<file path="src/rtl/control_unit_if.sv">
`default_nettype none
// ============================================================================
//  Module      : control_unit_if
//  Description : Bundle between the hardwired control unit and the single-bus
//                datapath: IR contents and run/stop handshake in, every
//                datapath select/enable/read/ALU-opcode control out.
//                master = control unit side, slave = datapath/environment.
//  Revision    : 1.0  initial release
// ============================================================================
interface control_unit_if;
  logic [31:0] IR_Data;
  logic        stop;
  logic        go;
  logic [15:0] r_enable;
  logic [15:0] r_select;
  logic        PC_select;
  logic        PC_enable;
  logic        PC_increment_enable;
  logic        IR_enable;
  logic        Y_enable;
  logic        Z_enable;
  logic        MAR_enable;
  logic        MDR_enable;
  logic        HI_enable;
  logic        LO_enable;
  logic        Z_HI_select;
  logic        Z_LO_select;
  logic        MDR_select;
  logic        read;
  logic [4:0]  alu_instruction;
  logic        run;
  logic [3:0]  state_dbg;

  modport master (
    input  IR_Data, stop, go,
    output r_enable, r_select, PC_select, PC_enable, PC_increment_enable,
           IR_enable, Y_enable, Z_enable, MAR_enable, MDR_enable, HI_enable,
           LO_enable, Z_HI_select, Z_LO_select, MDR_select, read,
           alu_instruction, run, state_dbg
  );

  modport slave (
    output IR_Data, stop, go,
    input  r_enable, r_select, PC_select, PC_enable, PC_increment_enable,
           IR_enable, Y_enable, Z_enable, MAR_enable, MDR_enable, HI_enable,
           LO_enable, Z_HI_select, Z_LO_select, MDR_select, read,
           alu_instruction, run, state_dbg
  );
endinterface
`default_nettype wire

</file>
<file path="src/rtl/control_unit.sv">
`default_nettype none
// ============================================================================
//  Module      : control_unit
//  Description : Hardwired Moore control unit for the single-bus datapath.
//                Sequences fetch (T0-T2) and the execute steps of R-format
//                ALU, neg/not, mul/div, nop and halt instructions, with a
//                run/stop/go handshake. Outputs are registered: the decode of
//                the next state and the IR fields is captured at each edge.
//                Optional feature macro: CU_MULDIV_EN (mul/div sequences;
//                without it mul/div decode as nop and HI/LO writes are 0).
//  Revision    : 1.0  initial release
// ============================================================================
module control_unit (
  input  logic           clk,
  input  logic           clr,
  control_unit_if.master cu
);

`ifdef CU_MULDIV_EN
  localparam logic c_MULDIV_EN = 1'b1;
`else
  localparam logic c_MULDIV_EN = 1'b0;
`endif

  typedef enum logic [3:0] {
    ST_RST  = 4'd0,
    ST_T0   = 4'd1,
    ST_T1   = 4'd2,
    ST_T2   = 4'd3,
    ST_T3   = 4'd4,
    ST_T4   = 4'd5,
    ST_T5   = 4'd6,
    ST_T6   = 4'd7,
    ST_HALT = 4'd8
  } state_t;

  typedef struct packed {
    logic [15:0] ren;
    logic [15:0] rsel;
    logic        pc_select;
    logic        pc_enable;
    logic        pc_inc;
    logic        ir_en;
    logic        y_en;
    logic        z_en;
    logic        mar_en;
    logic        mdr_en;
    logic        hi_en;
    logic        lo_en;
    logic        z_hi_sel;
    logic        z_lo_sel;
    logic        mdr_sel;
    logic        rd;
    logic [4:0]  alu_op;
  } ctrl_t;

  state_t r_state;
  state_t w_next;
  ctrl_t  r_ctrl;
  ctrl_t  w_ctrl;
  logic   r_run;

  // IR field extraction and opcode classification
  logic [4:0] w_op;
  logic [3:0] w_ra, w_rb, w_rc;
  logic       w_is_alu, w_is_negnot, w_is_muldiv, w_is_halt;
  logic       w_last;
  state_t     w_end;
  logic       w_unused_ir;

  assign w_op        = cu.IR_Data[31:27];
  assign w_ra        = cu.IR_Data[26:23];
  assign w_rb        = cu.IR_Data[22:19];
  assign w_rc        = cu.IR_Data[18:15];
  assign w_unused_ir = &{1'b0, cu.IR_Data[14:0]};

  assign w_is_alu    = (w_op >= 5'd3) && (w_op <= 5'd11);
  assign w_is_negnot = (w_op == 5'd17) || (w_op == 5'd18);
  assign w_is_muldiv = c_MULDIV_EN && ((w_op == 5'd15) || (w_op == 5'd16));
  assign w_is_halt   = (w_op == 5'd27);

  // Where an instruction ends, stop decides between halting and refetching
  assign w_end = cu.stop ? ST_HALT : ST_T0;

  // Is the current step the final step of the instruction in the IR
  always_comb begin
    w_last = 1'b0;
    case (r_state)
      ST_T2:   w_last = !(w_is_alu || w_is_negnot || w_is_muldiv);
      ST_T4:   w_last = w_is_negnot;
      ST_T5:   w_last = w_is_alu;
      ST_T6:   w_last = w_is_muldiv;
      default: w_last = 1'b0;
    endcase
  end

  // Next-state selection
  always_comb begin
    w_next = r_state;
    case (r_state)
      ST_RST:  w_next = ST_T0;
      ST_T0:   w_next = ST_T1;
      ST_T1:   w_next = ST_T2;
      ST_T2:   w_next = w_is_halt ? ST_HALT : (w_last ? w_end : ST_T3);
      ST_T3:   w_next = ST_T4;
      ST_T4:   w_next = w_last ? w_end : ((w_is_alu || w_is_muldiv) ? ST_T5 : ST_T0);
      ST_T5:   w_next = w_last ? w_end : (w_is_muldiv ? ST_T6 : ST_T0);
      // T6 is only a real step for mul/div; anything else just refetches
      ST_T6:   w_next = w_last ? w_end : ST_T0;
      ST_HALT: w_next = cu.go ? ST_T0 : ST_HALT;
      default: w_next = ST_RST;
    endcase
  end

  // Control word for the state being entered, decoded from the IR fields
  always_comb begin
    w_ctrl = '0;
    case (w_next)
      ST_T0: begin
        w_ctrl.pc_select = 1'b1;
        w_ctrl.mar_en    = 1'b1;
        w_ctrl.pc_inc    = 1'b1;
        w_ctrl.z_en      = 1'b1;
      end
      ST_T1: begin
        w_ctrl.z_lo_sel  = 1'b1;
        w_ctrl.pc_enable = 1'b1;
        w_ctrl.rd        = 1'b1;
        w_ctrl.mdr_en    = 1'b1;
      end
      ST_T2: begin
        w_ctrl.mdr_sel = 1'b1;
        w_ctrl.ir_en   = 1'b1;
      end
      ST_T3: begin
        if (w_is_alu) begin
          w_ctrl.rsel = 16'h0001 << w_rb;
          w_ctrl.y_en = 1'b1;
        end else if (w_is_negnot) begin
          w_ctrl.rsel   = 16'h0001 << w_rb;
          w_ctrl.alu_op = w_op;
          w_ctrl.z_en   = 1'b1;
        end else if (w_is_muldiv) begin
          w_ctrl.rsel = 16'h0001 << w_ra;
          w_ctrl.y_en = 1'b1;
        end
      end
      ST_T4: begin
        if (w_is_alu) begin
          w_ctrl.rsel   = 16'h0001 << w_rc;
          w_ctrl.alu_op = w_op;
          w_ctrl.z_en   = 1'b1;
        end else if (w_is_negnot) begin
          w_ctrl.z_lo_sel = 1'b1;
          w_ctrl.ren      = 16'h0001 << w_ra;
        end else if (w_is_muldiv) begin
          w_ctrl.rsel   = 16'h0001 << w_rb;
          w_ctrl.alu_op = w_op;
          w_ctrl.z_en   = 1'b1;
        end
      end
      ST_T5: begin
        if (w_is_alu) begin
          w_ctrl.z_lo_sel = 1'b1;
          w_ctrl.ren      = 16'h0001 << w_ra;
        end else if (w_is_muldiv) begin
          w_ctrl.z_lo_sel = 1'b1;
          w_ctrl.lo_en    = 1'b1;
        end
      end
      ST_T6: begin
        if (w_is_muldiv) begin
          w_ctrl.z_hi_sel = 1'b1;
          w_ctrl.hi_en    = 1'b1;
        end
      end
      default: w_ctrl = '0;
    endcase
  end

  // State register and registered control outputs; clr aborts immediately
  always_ff @(posedge clk or posedge clr) begin
    if (clr) begin
      r_state <= ST_RST;
      r_ctrl  <= '0;
      r_run   <= 1'b0;
    end else begin
      r_state <= w_next;
      r_ctrl  <= w_ctrl;
      r_run   <= (w_next != ST_RST) && (w_next != ST_HALT);
    end
  end

  assign cu.r_enable            = r_ctrl.ren;
  assign cu.r_select            = r_ctrl.rsel;
  assign cu.PC_select           = r_ctrl.pc_select;
  assign cu.PC_enable           = r_ctrl.pc_enable;
  assign cu.PC_increment_enable = r_ctrl.pc_inc;
  assign cu.IR_enable           = r_ctrl.ir_en;
  assign cu.Y_enable            = r_ctrl.y_en;
  assign cu.Z_enable            = r_ctrl.z_en;
  assign cu.MAR_enable          = r_ctrl.mar_en;
  assign cu.MDR_enable          = r_ctrl.mdr_en;
  assign cu.HI_enable           = r_ctrl.hi_en & c_MULDIV_EN;
  assign cu.LO_enable           = r_ctrl.lo_en & c_MULDIV_EN;
  assign cu.Z_HI_select         = r_ctrl.z_hi_sel & c_MULDIV_EN;
  assign cu.Z_LO_select         = r_ctrl.z_lo_sel;
  assign cu.MDR_select          = r_ctrl.mdr_sel;
  assign cu.read                = r_ctrl.rd;
  assign cu.alu_instruction     = r_ctrl.alu_op;
  assign cu.run                 = r_run;
  assign cu.state_dbg           = r_state;

endmodule
`default_nettype wire
</file>
<file path="src/flat_wrapper.sv">
// flat-port wrapper written by rule: the top's interface ports become plain ports
module control_unit_flat 
  (clk, clr, cu_IR_Data, cu_stop, cu_go, cu_r_enable, cu_r_select, cu_PC_select, cu_PC_enable, cu_PC_increment_enable, cu_IR_enable, cu_Y_enable, cu_Z_enable, cu_MAR_enable, cu_MDR_enable, cu_HI_enable, cu_LO_enable, cu_Z_HI_select, cu_Z_LO_select, cu_MDR_select, cu_read, cu_alu_instruction, cu_run, cu_state_dbg);
  control_unit_if cu_i ();
  input  logic clk;
  input  logic clr;
  input wire logic [$bits(cu_i.IR_Data)-1:0] cu_IR_Data;
  input wire logic [$bits(cu_i.stop)-1:0] cu_stop;
  input wire logic [$bits(cu_i.go)-1:0] cu_go;
  output wire logic [$bits(cu_i.r_enable)-1:0] cu_r_enable;
  output wire logic [$bits(cu_i.r_select)-1:0] cu_r_select;
  output wire logic [$bits(cu_i.PC_select)-1:0] cu_PC_select;
  output wire logic [$bits(cu_i.PC_enable)-1:0] cu_PC_enable;
  output wire logic [$bits(cu_i.PC_increment_enable)-1:0] cu_PC_increment_enable;
  output wire logic [$bits(cu_i.IR_enable)-1:0] cu_IR_enable;
  output wire logic [$bits(cu_i.Y_enable)-1:0] cu_Y_enable;
  output wire logic [$bits(cu_i.Z_enable)-1:0] cu_Z_enable;
  output wire logic [$bits(cu_i.MAR_enable)-1:0] cu_MAR_enable;
  output wire logic [$bits(cu_i.MDR_enable)-1:0] cu_MDR_enable;
  output wire logic [$bits(cu_i.HI_enable)-1:0] cu_HI_enable;
  output wire logic [$bits(cu_i.LO_enable)-1:0] cu_LO_enable;
  output wire logic [$bits(cu_i.Z_HI_select)-1:0] cu_Z_HI_select;
  output wire logic [$bits(cu_i.Z_LO_select)-1:0] cu_Z_LO_select;
  output wire logic [$bits(cu_i.MDR_select)-1:0] cu_MDR_select;
  output wire logic [$bits(cu_i.read)-1:0] cu_read;
  output wire logic [$bits(cu_i.alu_instruction)-1:0] cu_alu_instruction;
  output wire logic [$bits(cu_i.run)-1:0] cu_run;
  output wire logic [$bits(cu_i.state_dbg)-1:0] cu_state_dbg;
  assign cu_i.IR_Data = cu_IR_Data;
  assign cu_i.stop = cu_stop;
  assign cu_i.go = cu_go;
  assign cu_r_enable = cu_i.r_enable;
  assign cu_r_select = cu_i.r_select;
  assign cu_PC_select = cu_i.PC_select;
  assign cu_PC_enable = cu_i.PC_enable;
  assign cu_PC_increment_enable = cu_i.PC_increment_enable;
  assign cu_IR_enable = cu_i.IR_enable;
  assign cu_Y_enable = cu_i.Y_enable;
  assign cu_Z_enable = cu_i.Z_enable;
  assign cu_MAR_enable = cu_i.MAR_enable;
  assign cu_MDR_enable = cu_i.MDR_enable;
  assign cu_HI_enable = cu_i.HI_enable;
  assign cu_LO_enable = cu_i.LO_enable;
  assign cu_Z_HI_select = cu_i.Z_HI_select;
  assign cu_Z_LO_select = cu_i.Z_LO_select;
  assign cu_MDR_select = cu_i.MDR_select;
  assign cu_read = cu_i.read;
  assign cu_alu_instruction = cu_i.alu_instruction;
  assign cu_run = cu_i.run;
  assign cu_state_dbg = cu_i.state_dbg;
  control_unit u_core (.clk(clk), .clr(clr), .cu(cu_i));
endmodule
</file>
<file path="config.mk">
export PLATFORM = sky130hd
export DESIGN_NAME = control_unit_flat
export DESIGN_NICKNAME = d
export VERILOG_FILES = /design/src/rtl/control_unit_if.sv /design/src/rtl/control_unit.sv /design/src/flat_wrapper.sv
export SDC_FILE = /design/constraint.sdc
export NUM_CORES = 1
export LEC_CHECK = 0
export ABC_AREA = 0
export CAP_MARGIN = 20
export CELL_PAD_IN_SITES_DETAIL_PLACEMENT = 0
export CELL_PAD_IN_SITES_GLOBAL_PLACEMENT = 1
export CORE_MARGIN = 2
export CORE_UTILIZATION = 33
export CTS_CLUSTER_DIAMETER = 50
export CTS_CLUSTER_SIZE = 14
export DETAILED_ROUTE_END_ITERATION = 8
export PLACE_DENSITY = 0.81
export SYNTH_ARGS = -nofsm -noshare
export SYNTH_HDL_FRONTEND = slang
export SYNTH_SLANG_ARGS = --single-unit
</file>
<file path="constraint.sdc">
create_clock -name clk -period 3.5 [get_ports clk]
set_input_delay 0.35 -clock clk [delete_from_list [all_inputs] [get_ports clk]]
set_output_delay 0.35 -clock clk [all_outputs]
set_load 0.05 [all_outputs]
</file>
# --- After elaboration in Yosys (flattened, before gate mapping) ---
# Index checks and enable logic that the tools add are counted.
op_classes:
  magnitude_cmp: 2
  eq_ne: 18
  n_shift: 3
  n_mux: 30
  n_reduce_logical: 8
op_table:
  columns: ["op", "n"]
  rows:
  - ["$mux W16", 6]
  - ["$pmux W16 S2", 2]
  - ["$shl A1 B4 Y16 const A", 3]
  - ["$pmux W4 S8", 1]
  - ["$eq A4 B3 Y1 const B", 7]
  - ["$mux W4", 6]
  - ["$eq A4 B2 Y1 const B", 4]
  - ["$eq A5 B5 Y1 const B", 3]
  - ["$mux W5", 3]
  - ["$pmux W5 S2", 1]
  - ["$pmux W1 S3", 3]
  - ["$eq A4 B1 Y1 const B", 2]
  - ["$mux W1", 7]
  - ["$ge A5 B2 Y1 const B", 1]
  - ["$le A5 B4 Y1 const B", 1]
  - ["$eq A4 B4 Y1 const B", 1]
  - ["$logic_not A4 Y1", 1]
  - ["$ne A4 B4 Y1 const B", 1]
  - ["$reduce_bool A4 Y1", 1]
  - ["$mux W3", 1]
  - ["$logic_and A1 B1 Y1", 2]
  - ["$logic_or A1 B1 Y1", 2]
  - ["$reduce_or A2 Y1", 1]
  - ["$logic_not A1 Y1", 1]
totals:
  register_bits: 48
  input_bits: 36
  output_inout_bits: 56
  word_cells: 72

# --- Depth between registers and ports, before layout ---
# Gate-level depths: netlist of run 1.
logic_depth:
  depth_word: 10
  ltp_mapped: 7
  ltp_nobuf: 6

# --- Worst setup path before layout of run 1 ---
# No wires, ideal clock.
synth_path:
  path_kind: "register to register"
  from: "reg u_core.r_state[1] (netlist: u_core.cu.state_dbg[1])"
  to: "reg u_core.r_ctrl (netlist bit u_core.cu.r_select[0])"
  setup_time_ps: 96
  arrival_time_ps: 2052
  required_time_ps: 3404
  path_slack_ps: 1352
  path_stages_with_launch: 6
  path_buffers: 1
  period_less_slack_ps: 2148
  path_cell_list: "dfrtp_1 > buf_2 > or3b_1 > nor3_4 > or3b_1 > o32ai_2"
synth_lines:
  columns: ["item", "line_no", "source"]
  rows:
  - ["start, declared", "control_unit.sv:57", "state_t r_state;"]
  - ["start signal, assigned", "control_unit.sv:188", "r_state <= w_next;"]
  - ["end signal, assigned", "control_unit.sv:189", "r_ctrl <= w_ctrl;"]
  - ["end, declared", "control_unit.sv:59", "ctrl_t r_ctrl;"]

# --- Worst setup path in the final report of run 1 ---
layout_path:
  from: "reg u_core.r_state[0] (netlist: u_core.cu.state_dbg[0])"
  to: "out cu_state_dbg[0]"
layout_lines:
  columns: ["item", "line_no", "source"]
  rows:
  - ["end, declared", "flat_wrapper.sv:28", "output wire logic [$bits(cu_i.state_dbg)-1:0] cu_state_dbg;"]
# No word-level cell between the ends.

==> run summary, run 1 <==
Peak Freq - 0.4583 GHz
Post-synth EDFFs - 0
CTS-repair resized insts - 0
Worst hold path type - in -> async
CP Launch Type - flip-flop
Outcome - finished, final reports clean
Diode count - 0
Non-filler cells in the finished layout - 323
Top delay family on crit path - buffers and inverters
Via density - 4.715
RePlAce Congestion - 0.8304
Grt total ovfl - 0
Number of fill cells - 539
Die Area - 6618 µm²
Post-route DRC - 0
Tmin final - 2.182 ns
CP Cell Sequence - clkdlybuf4s50_1
CP max-delay cell - clkdlybuf4s50_1
Post-Route WL - 4.130 mm
First-pass GRT wire length - 6.313 mm
Slowest stage delay, CP - 0.90 ns
Max Cap Viol - 0
Register Area - 1201 µm²
Core footprint - 5851 µm²
CTS H-Tree Depth - 2
Netlist cell types - 41
Leakage power total - 1.194 nW
CP bufs+invs - 1
Nets@finish - 283
Primary FF master, synth - dfrtp_1
Setup TNS - 0 ns
Slew headroom - 65.55%
Post-DP HPWL - 3.087 mm
Synth Area per Inst - 11.28 µm²
Synth Register Bits - 48
Die H - 81.35 µm
Total GRT Usage - 12.62%
Die X - 81.35 µm
Gate Count Post-Synth - 175
Final ANT Viol Nets - 0
Layout cells sized above 1 - 8.065%
CTS Buf Count - 5
# hold bufs at CTS - 0
Multi-input logic area - 689.4 µm²
WS Path Type - reg -> out
VDD IR max - 0.2758 mV
Design area - 2851 µm²
FFs w/ async S/R, synth - 100.0%
Sequential share of the synthesized area - 60.84%
WL/cell - 12.79 µm
Vias - 1523
Row cnt - 28
Period utilisation layout - 62.34%
DR iter-0 viols - 47
CTS tree - built
Placement Cell Area - 2734 µm²
IO Pins - 92
Clk_lat worst skew - 0.29 ns
Syn. warnings - 0
Final Max Tran Viols - 0
CP Data Required Time - 3.15 ns
Post-route clock skew - 0.005849 ns
Post-CTS Setup Bufs - 0
Vias in the first global route - 1360
Initial antenna violation count - 0
Clock edge transition at the registers on the reported setup and hold paths - 0.08 ns
CTS Root Cell - clkbuf_8
Placed insts - 314
Power Density - 595.9 nW/µm²
CP Data Arrival Time - 1.83 ns
Hold Fails Final Rpt - 0
Post-Syn Area - 1974 µm²
PortBufs - 73
Worst Setup End Kind - output pin
Initial Util - 33.75%
Router iterations before antenna repair - 6
Setup violations, final - 0
Max Buffers Root-to-Sink - 2
Pin count of the biggest net entering global routing - 49
Overall power - 1.699 mW
RSZ-0062 raised after global routing - false
Clock Sinks - 48
Synth-to-Final Area Change - 44.42%
CP max FO - 14
Worst-Margin Slew - 0.5152 ns
-- through the flow --
step	utilization, %	worst slack [ns]	hold slack [ns]
3_5_place_dp	46.73	1.056	0.6525
2_1_floorplan	-	1.352	0.4122
5_1_grt	48.74	1.245	0.2293
6_report	48.74	1.318	0.2366
3_3_place_gp	46.73	1.059	0.6797
4_1_cts	48.40	1.310	0.6190
-- per-layer routing --
layer | part of all wire, % | global-route usage, % | up-vias
met3 | 5.4 | 3.111 | 4
met1 | 41 | 15.11 | 715
met2 | 52 | 21.15 | 52
met4 | 1.4 | 6.102 | 0
met5 | 0 | 0 | -
li1 | - | - | 752
-- cell usage in the layout, fill, tap and decap left out, types with 2 or more instances in the layout --
cell             count
o21ai_0              3
and3_1               2
clkinvlp_4           2
nand2b_1             9
a21oi_1              6
o32ai_1              3
nand3_1              4
inv_1                4
clkbuf_8             6
dfrtp_1             48
clkdlybuf4s50_1     73
or2_2                2
nor2b_1              4
conb_1               3
o22ai_1             12
a211o_1              2
nor2_1              20
nand2_1              8
or3b_1               3
nor3_1               5
or3_1                2
nand3b_1             7
-- synth_stat cells (2+ instances only) --
cell	n	area (µm²)
or3_1	2	12.51
dfrtp_1	48	1201
buf_4	8	60.06
nand3b_1	7	52.55
or2_2	2	12.51
nand2b_1	9	56.30
a21oi_1	6	30.03
o32ai_1	3	26.28
nor3_1	5	25.02
or3b_1	3	26.28
nand2_1	8	30.03
and3_1	2	12.51
o21ai_0	3	15.01
nor2b_1	4	25.02
o22ai_1	12	75.07
a211o_1	2	17.52
nand3_1	4	20.02
nor2_1	20	75.07
inv_1	5	18.77
-- state kept, by name (all words and copies together), names as in the netlist --
signal                     count
u_core.cu.r_enable            16
u_core.cu.r_select            16
u_core.cu.alu_instruction      5
u_core.cu.state_dbg            4
u_core.cu.MDR_select           1
u_core.cu.PC_select            1
u_core.cu.Y_enable             1
u_core.cu.Z_LO_select          1
u_core.cu.Z_enable             1
u_core.cu.read                 1
u_core.cu.run                  1
-- power breakdown --
part | leakage [nW] | internal (mW) | total (mW) | switching [mW]
clock | 0.0434 | 0.160 | 0.333 | 0.174
combinational | 0.493 | 0.238 | 0.687 | 0.449
sequential | 0.657 | 0.609 | 0.679 | 0.0696
-- kinds of logic after synthesis --
logic type	synth area share, %
simple gates	21.80
other cells	0.1899
compound gates	11.53
buf+inv	4.626
mux	0.5703
xor+xnor	0.4437
flops	60.84
-- final cells by class --
class | instances | area share [%]
clock buffer | 6 | 2.896
clock inverter | 2 | 0.5265
inverter | 5 | 0.6582
multi-input combinational | 113 | 24.18
sequential | 48 | 42.12
tap | 75 | 3.291
timing repair buffer | 74 | 26.33
-- worst paths after layout --
path / from / to / slack [ns] / cells past startpoint
hold / removal: clr / u_core.cu.r_select[1]$_DFF_PP0_ / 0.24 / 2
hold reg to reg: u_core.cu.state_dbg[2]$_DFF_PP0_ / u_core.cu.state_dbg[3]$_DFF_PP0_ / 0.67 / 1
max in group asynchronous: clr / u_core.cu.r_enable[7]$_DFF_PP0_ / 2.85 / 3
setup reg to reg: u_core.cu.state_dbg[1]$_DFF_PP0_ / u_core.cu.r_select[0]$_DFF_PP0_ / 1.47 / 4
setup / recovery: u_core.cu.state_dbg[0]$_DFF_PP0_ / cu_state_dbg[0] / 1.32 / 1
min in group clk: u_core.cu.state_dbg[2]$_DFF_PP0_ / u_core.cu.state_dbg[3]$_DFF_PP0_ / 0.67 / 1
Power figures use the tool's default switching activity.
==> inputs of run 2 (changes only) <==
--- a/config.mk
+++ b/config.mk
@@ -10,11 +10,11 @@
 export CELL_PAD_IN_SITES_DETAIL_PLACEMENT = 0
 export CELL_PAD_IN_SITES_GLOBAL_PLACEMENT = 1
 export CORE_MARGIN = 2
-export CORE_UTILIZATION = 33
+export CORE_UTILIZATION = 27
 export CTS_CLUSTER_DIAMETER = 50
 export CTS_CLUSTER_SIZE = 14
 export DETAILED_ROUTE_END_ITERATION = 8
-export PLACE_DENSITY = 0.81
+export PLACE_DENSITY = 0.71
 export SYNTH_ARGS = -nofsm -noshare
 export SYNTH_HDL_FRONTEND = slang
 export SYNTH_SLANG_ARGS = --single-unit
==> constraint.sdc (replaced) <==
create_clock -name clk -period 2 [get_ports clk]
set_input_delay 0.2 -clock clk [delete_from_list [all_inputs] [get_ports clk]]
set_output_delay 0.2 -clock clk [all_outputs]
set_load 0.05 [all_outputs]
==> run 2 against run 1 <==
Routed wire length is 11% higher. Die area is 21% higher. Clock skew shrank 0.0023 ns. Global-route usage decreased by 0.72 points. Critical endpoint is now u_core.cu.r_enable[3]$_DFF_PP0_. Largest cell class unchanged.
==> run summary, run 2 (synthesis results as in run 1) <==
CTS Root Cell - clkbuf_8 (unchanged)
Clock edge transition at the registers on the reported setup and hold paths - 0.09 ns (was 0.08 ns)
Worst-Margin Slew - 0.5127 ns (was 0.5152 ns)
CP Data Arrival Time - 2.18 ns (was 1.83 ns)
Vias - 1600 (was 1523)
Leakage power total - 1.267 nW (was 1.194 nW)
Die X - 89.52 µm (was 81.35 µm)
Slowest stage delay, CP - 0.47 ns (was 0.90 ns)
RSZ-0062 raised after global routing - false (unchanged)
WL/cell - 12.77 µm (was 12.79 µm)
CP max FO - 4 (was 14)
IO Pins - 92 (unchanged)
Tmin final - 1.949 ns
Worst Setup End Kind - flip-flop (was output pin)
Peak Freq - 0.5131 GHz
CP Launch Point - cu_IR_Data[31] (was u_core.cu.state_dbg[0]$_DFF_PP0_)
Post-DP HPWL - 3.425 mm (was 3.087 mm)
Most frequent cells in the layout - clkdlybuf4s50_1 (73), dfrtp_1 (44), nor2_1 (18) (was clkdlybuf4s50_1 (73), dfrtp_1 (48), nor2_1 (20))
Commonest non-fill, non-tap cell in the layout - clkdlybuf4s50_1 (unchanged)
Placed insts - 350 (was 314)
Pin count of the biggest net entering global routing - 49 (unchanged)
RePlAce Congestion - 0.7873 (was 0.8304)
Outcome - finished, final reports clean (unchanged)
Pre-CTS setup slack - -0.2530 ns (was 1.056 ns)
Design area - 3009 µm² (was 2851 µm²)
Initial antenna violation count - 0 (unchanged)
Clock Sinks - 48 (unchanged)
Post-Route WL - 4.571 mm (was 4.130 mm)
Overall power - 3.197 mW (was 1.699 mW)
Router iterations before antenna repair - 4 (was 6)
Clk_lat worst skew - 0.29 ns (about the same)
Fin Hold WS - 0.2600 ns (was 0.2366 ns)
Setup WS post-layout - 0.05107 ns (was 1.318 ns)
Die Area - 8013 µm² (was 6618 µm²)
Final ANT Viol Nets - 0 (unchanged)
Vias in the first global route - 1492 (was 1360)
Power Density - 1062 nW/µm² (was 595.9 nW/µm²)
Slew headroom - 65.71% (was 65.55%)
Setup violations, final - 0 (unchanged)
CP max-delay cell - clkdlybuf4s50_1 (unchanged)
Post-route DRC - 0 (unchanged)
Worst hold path type - in -> async (unchanged)
CTS H-Tree Depth - 2 (unchanged)
# hold bufs at CTS - 0 (unchanged)
CTS tree - built (unchanged)
Synth-to-Final Area Change - 52.41% (was 44.42%)
Total GRT Usage - 11.91% (was 12.62%)
Row cnt - 31 (was 28)
Layout cells sized above 1 - 15.06% (was 8.065%)
Via density - 4.469 (was 4.715)
Grt total ovfl - 0 (unchanged)
VDD IR max - 0.5880 mV (was 0.2758 mV)
Non-filler cells in the finished layout - 358 (was 323)
Die H - 89.52 µm (was 81.35 µm)
Initial Util - 27.52% (was 33.75%)
Max Cap Viol - 0 (unchanged)
Final Max Tran Viols - 0 (unchanged)
PortBufs - 73 (unchanged)
Nets@finish - 294 (was 283)
Reg2reg start - u_core.cu.state_dbg[3]$_DFF_PP0_ (was u_core.cu.state_dbg[1]$_DFF_PP0_)
Reg2Reg Setup Slack - 0.14 ns (was 1.47 ns)
FF-to-FF End - u_core.cu.r_select[0]$_DFF_PP0_ (unchanged)
Post-route clock skew - 0.003596 ns (was 0.005849 ns)
First-pass GRT wire length - 7.245 mm (was 6.313 mm)
Placement Cell Area - 2874 µm² (was 2734 µm²)
DR iter-0 viols - 52 (was 47)
Diode count - 0 (unchanged)
CTS Buf Count - 5 (unchanged)
Period utilisation layout - 97.45%
Hold Fails Final Rpt - 0 (unchanged)
CP Cell Sequence - clkdlybuf4s50_1, or2b_1, or3_4, mux2_4, or4_4, nor2_2 (was clkdlybuf4s50_1)
CP Launch Type - input port (was flip-flop)
Critical path endpoint - u_core.cu.r_enable[3]$_DFF_PP0_ (was cu_state_dbg[0])
Core footprint - 7176 µm² (was 5851 µm²)
WS Path Type - in -> reg (was reg -> out)
Max Buffers Root-to-Sink - 2 (unchanged)
Worst reg-to-reg path cell count - 4 (unchanged)
CP Data Required Time - 2.23 ns (was 3.15 ns)
==> run 2: critical path: cells and delay by family <==
kind | cells | cell delay [ns]
buf+inv | 1 | 0.47
mux | 1 | 0.30
simple gates | 4 | 1.19
==> run 2: power by group <==
| part | switching, mW | internal (mW) |
|---|---|---|
| clock | 0.313 | 0.409 |
| sequential | 0.107 | 1.07 |
| combinational | 0.829 | 0.465 |
| total | 1.25 | 1.95 |
==> run 2: worst min-delay path by stage <==
stage / endpoint / slack, ns / from / cells after the start
global placement: u_core.cu.r_select[9]$_DFF_PP0_ / 0.59 / clr / 3
floorplan: u_core.cu.r_enable[0]$_DFF_PP0_ / 0.26 / cu_IR_Data[23] / 1
global route: u_core.cu.r_enable[1]$_DFF_PP0_ / 0.27 / clr / 3
detailed placement: u_core.cu.r_enable[1]$_DFF_PP0_ / 0.58 / clr / 3
finish: u_core.cu.r_select[3]$_DFF_PP0_ / 0.26 / clr / 3
CTS: u_core.cu.r_enable[1]$_DFF_PP0_ / 0.26 / clr / 3
==> run 2: cell type report <==
type	instances	area, µm²
clock buffers	6	82.58
clock inverters	2	38.79
fillers	690	4167
inverters	5	18.77
multi-input cells	113	705.7
flip-flops and latches	48	1206
well taps	99	123.9
repair buffers	85	833.3
==> run 2: stage by stage <==
stage | utilization (%) | TNS [ns]
finish | 41.94 | 0
detailed placement | 40.05 | -5.627
global route | 41.94 | 0
global placement | 40.05 | -4.729
CTS | 41.74 | 0
floorplan | - | -0.006861
==> run 2: per-layer routing <==
layer | part of all wire, % | vias to the layer above | GRT usage [%]
met4 | 0.94 | 0 | 4.206
li1 | - | 769 | -
met1 | 43 | 769 | 15.17
met2 | 51 | 58 | 19.39
met3 | 4.7 | 4 | 3.324
met5 | 0 | - | 0
==> run 2: timing repair <==
action	CTS	global route
resized for setup	0	5
endpoints found under the setup margin	0	11
buffers inserted	0	0
==> inputs of run 3 (changes only) <==
--- a/config.mk
+++ b/config.mk
@@ -10,11 +10,11 @@
 export CELL_PAD_IN_SITES_DETAIL_PLACEMENT = 0
 export CELL_PAD_IN_SITES_GLOBAL_PLACEMENT = 1
 export CORE_MARGIN = 2
-export CORE_UTILIZATION = 27
+export CORE_UTILIZATION = 30
 export CTS_CLUSTER_DIAMETER = 50
 export CTS_CLUSTER_SIZE = 14
 export DETAILED_ROUTE_END_ITERATION = 8
-export PLACE_DENSITY = 0.71
+export PLACE_DENSITY = 0.74
 export SYNTH_ARGS = -nofsm -noshare
 export SYNTH_HDL_FRONTEND = slang
 export SYNTH_SLANG_ARGS = --single-unit
==> constraint.sdc (replaced) <==
create_clock -name clk -period 2.19 [get_ports clk]
set_input_delay 0.219 -clock clk [delete_from_list [all_inputs] [get_ports clk]]
set_output_delay 0.219 -clock clk [all_outputs]
set_load 0.1 [all_outputs]
==> run 3 against run 2 <==
Count of clock-buffer cells in the layout is the same. Clock skew grew 0.00093 ns. Routed wire length grew 2.9%. Clock power shrank 13%. Largest power group unchanged. Flip-flop and latch count is the same. Critical path depth is the same.
==> run summary, run 3 (synthesis results as in run 1) <==
Final Max Tran Viols - 0 (unchanged)
DR iter-0 viols - 77 (was 52)
Outcome - finished, final reports clean (unchanged)
Layout cells sized above 1 - 33.59% (was 15.06%)
WL/cell - 14.00 µm (was 12.77 µm)
Worst Setup End Kind - flip-flop (unchanged)
RePlAce Congestion - 0.7772 (was 0.7873)
CTS-repair resized insts - 0 (unchanged)
Initial Util - 31.09% (was 27.52%)
CP Launch Point - cu_IR_Data[31] (unchanged)
Post-layout util - 44.39% (was 41.94%)
Design area - 2819 µm² (was 3009 µm²)
Setup WS post-layout - 0.2475 ns (was 0.05107 ns)
# hold bufs at CTS - 0 (unchanged)
Row cnt - 29 (was 31)
Post-Route WL - 4.704 mm (was 4.571 mm)
Commonest non-fill, non-tap cell in the layout - buf_4 (was clkdlybuf4s50_1)
Period utilisation layout - 88.70%
Power Density - 1169 nW/µm² (was 1062 nW/µm²)
Post-DP HPWL - 3.527 mm (was 3.425 mm)
Wire length on met2 - 2.257 mm (was 2.354 mm)
Die Area - 7246 µm² (was 8013 µm²)
CTS Buf Count - 5 (unchanged)
Pin count of the biggest net entering global routing - 27 (was 49)
Met1 Wirelength - 2.051 mm (was 1.956 mm)
Leakage power total - 1.353 nW (was 1.267 nW)
Reg2reg start - u_core.cu.state_dbg[3]$_DFF_PP0_ (unchanged)
RSZ-0062 raised after global routing - false (unchanged)
Net Sw Frac - 48.66% (was 39.08%)
WL met3 - 330 µm (was 217 µm)
Setup violations, final - 0 (unchanged)
Most frequent cells in the layout - buf_4 (64), dfrtp_1 (44), nor2_1 (20), clkdlybuf4s50_1 (20), o22ai_1 (12) (was clkdlybuf4s50_1 (73), dfrtp_1 (44), nor2_1 (18))
Nets@finish - 294 (unchanged)
Tmin final - 1.943 ns
Worst hold path type - in -> async (unchanged)
CP Data Arrival Time - 2.17 ns (was 2.18 ns)
Via density - 4.851 (was 4.469)
Post-route clock skew - 0.004525 ns (was 0.003596 ns)
Vias - 1630 (was 1600)
Post-route DRC - 0 (unchanged)
Pint - 1.692 mW (was 1.948 mW)
Switching pwr - 1.604 mW (was 1.249 mW)
Router iterations before antenna repair - 4 (unchanged)
Synth-to-Final Area Change - 42.78% (was 52.41%)
Die X - 85.13 µm (was 89.52 µm)
Peak Freq - 0.5148 GHz
Diode count - 0 (unchanged)
Post-CTS Setup Bufs - 0 (unchanged)
CTS tree - built (unchanged)
Vias in the first global route - 1543 (was 1492)
Top routing layer in use - met4 (unchanged)
Grt total ovfl - 0 (unchanged)
Pre-CTS setup slack - -0.06497 ns (was -0.2530 ns)
First-pass GRT wire length - 7.583 mm (was 7.245 mm)
Placement Cell Area - 2711 µm² (was 2874 µm²)
CP Data Required Time - 2.41 ns (was 2.23 ns)
Placed insts - 328 (was 350)
Combinational share of power - 48.2% (was 40.5%)
Total GRT Usage - 13.23% (was 11.91%)
PortBufs - 73 (unchanged)
Hold Fails Final Rpt - 0 (unchanged)
Clock Sinks - 48 (unchanged)
Clk_lat worst skew - 0.30 ns (was 0.29 ns)
Die H - 85.13 µm (was 89.52 µm)
Flop pwr share - 32.8% (was 36.9%)
Number of fill cells - 608 (was 690)
WS Path Type - in -> reg (unchanged)
Setup TNS - 0 ns (unchanged)
CP Launch Type - input port (unchanged)
Clock edge transition at the registers on the reported setup and hold paths - 0.08 ns (was 0.09 ns)
Non-filler cells in the finished layout - 336 (was 358)
CTS H-Tree Depth - 2 (unchanged)
Final ANT Viol Nets - 0 (unchanged)
CP max FO - 5 (was 4)
Max Buffers Root-to-Sink - 2 (unchanged)
VDD IR max - 0.6896 mV (was 0.5880 mV)
Initial antenna violation count - 0 (unchanged)
Clock share of power - 19.0% (was 22.6%)
IO Pins - 92 (unchanged)
Core footprint - 6350 µm² (was 7176 µm²)
CTS Root Cell - clkbuf_8 (unchanged)
Max Cap Viol - 0 (unchanged)
-- run 3: cell count changes in the layout (fill, tap and decap cells not counted), moves of 2 or more --
cell,change
clkdlybuf4s50_1,-53
nor2_2,-2
buf_4,+53
nor2_1,+2
-- run 3: cell type report --
| type | instances | area, µm² | share of cell area (%) |
|---|---|---|---|
| Clock inverter | 2 | 35.03 | 1.243 |
| Timing Repair Buffer | 85 | 700.7 | 24.86 |
| Inverter | 5 | 18.77 | 0.6658 |
| Clock buffer | 6 | 72.57 | 2.574 |
| Multi-Input combinational cell | 113 | 689.4 | 24.46 |
| Sequential cell | 48 | 1206 | 42.79 |
| Tap cell | 77 | 96.34 | 3.418 |
-- run 3: metrics by stage --
stage | hold WS [ns] | total power, mW
2_1_floorplan | 0.2812 | 2.359
3_3_place_gp | 0.5915 | 2.694
3_5_place_dp | 0.5934 | 2.698
4_1_cts | 0.2715 | 3.320
5_1_grt | 0.2933 | 3.451
6_report | 0.2523 | 3.296
-- run 3: path summary, 6_finish.rpt --
check	cells after the start	slack, ns	end
worst max register to register	4	0.25	u_core.cu.r_select[0]$_DFF_PP0_
worst min-delay path	2	0.25	u_core.cu.r_select[15]$_DFF_PP0_
worst max-delay path	6	0.25	u_core.cu.r_enable[0]$_DFF_PP0_
min in group clk	1	0.62	u_core.cu.state_dbg[3]$_DFF_PP0_
worst min register to register	1	0.62	u_core.cu.state_dbg[3]$_DFF_PP0_
max in group asynchronous	3	1.41	u_core.cu.state_dbg[0]$_DFF_PP0_
-- run 3: power groups by stage --
stage	Sequential (mW)	Combinational (mW)	Clock, mW
global placement	1.10	1.59	0
global route	1.10	1.67	0.679
CTS	1.08	1.60	0.637
detailed placement	1.10	1.60	0
finish	1.08	1.59	0.626
floorplan	1.66	0.694	0
-- run 3: worst max-delay path, stage by stage --
cell,delay [ns]
clkdlybuf4s50_1,0.47
or2b_1,0.24
or3_4,0.37
mux2_2,0.30
or4_4,0.45
nor3_2,0.12
-- run 3: layer usage --
layer  global-route usage, %  up-vias
li1                        -      774
met1                   18.03      786
met2                   20.53       65
met3                   3.599        5
met4                   4.329        0
met5                       0        -
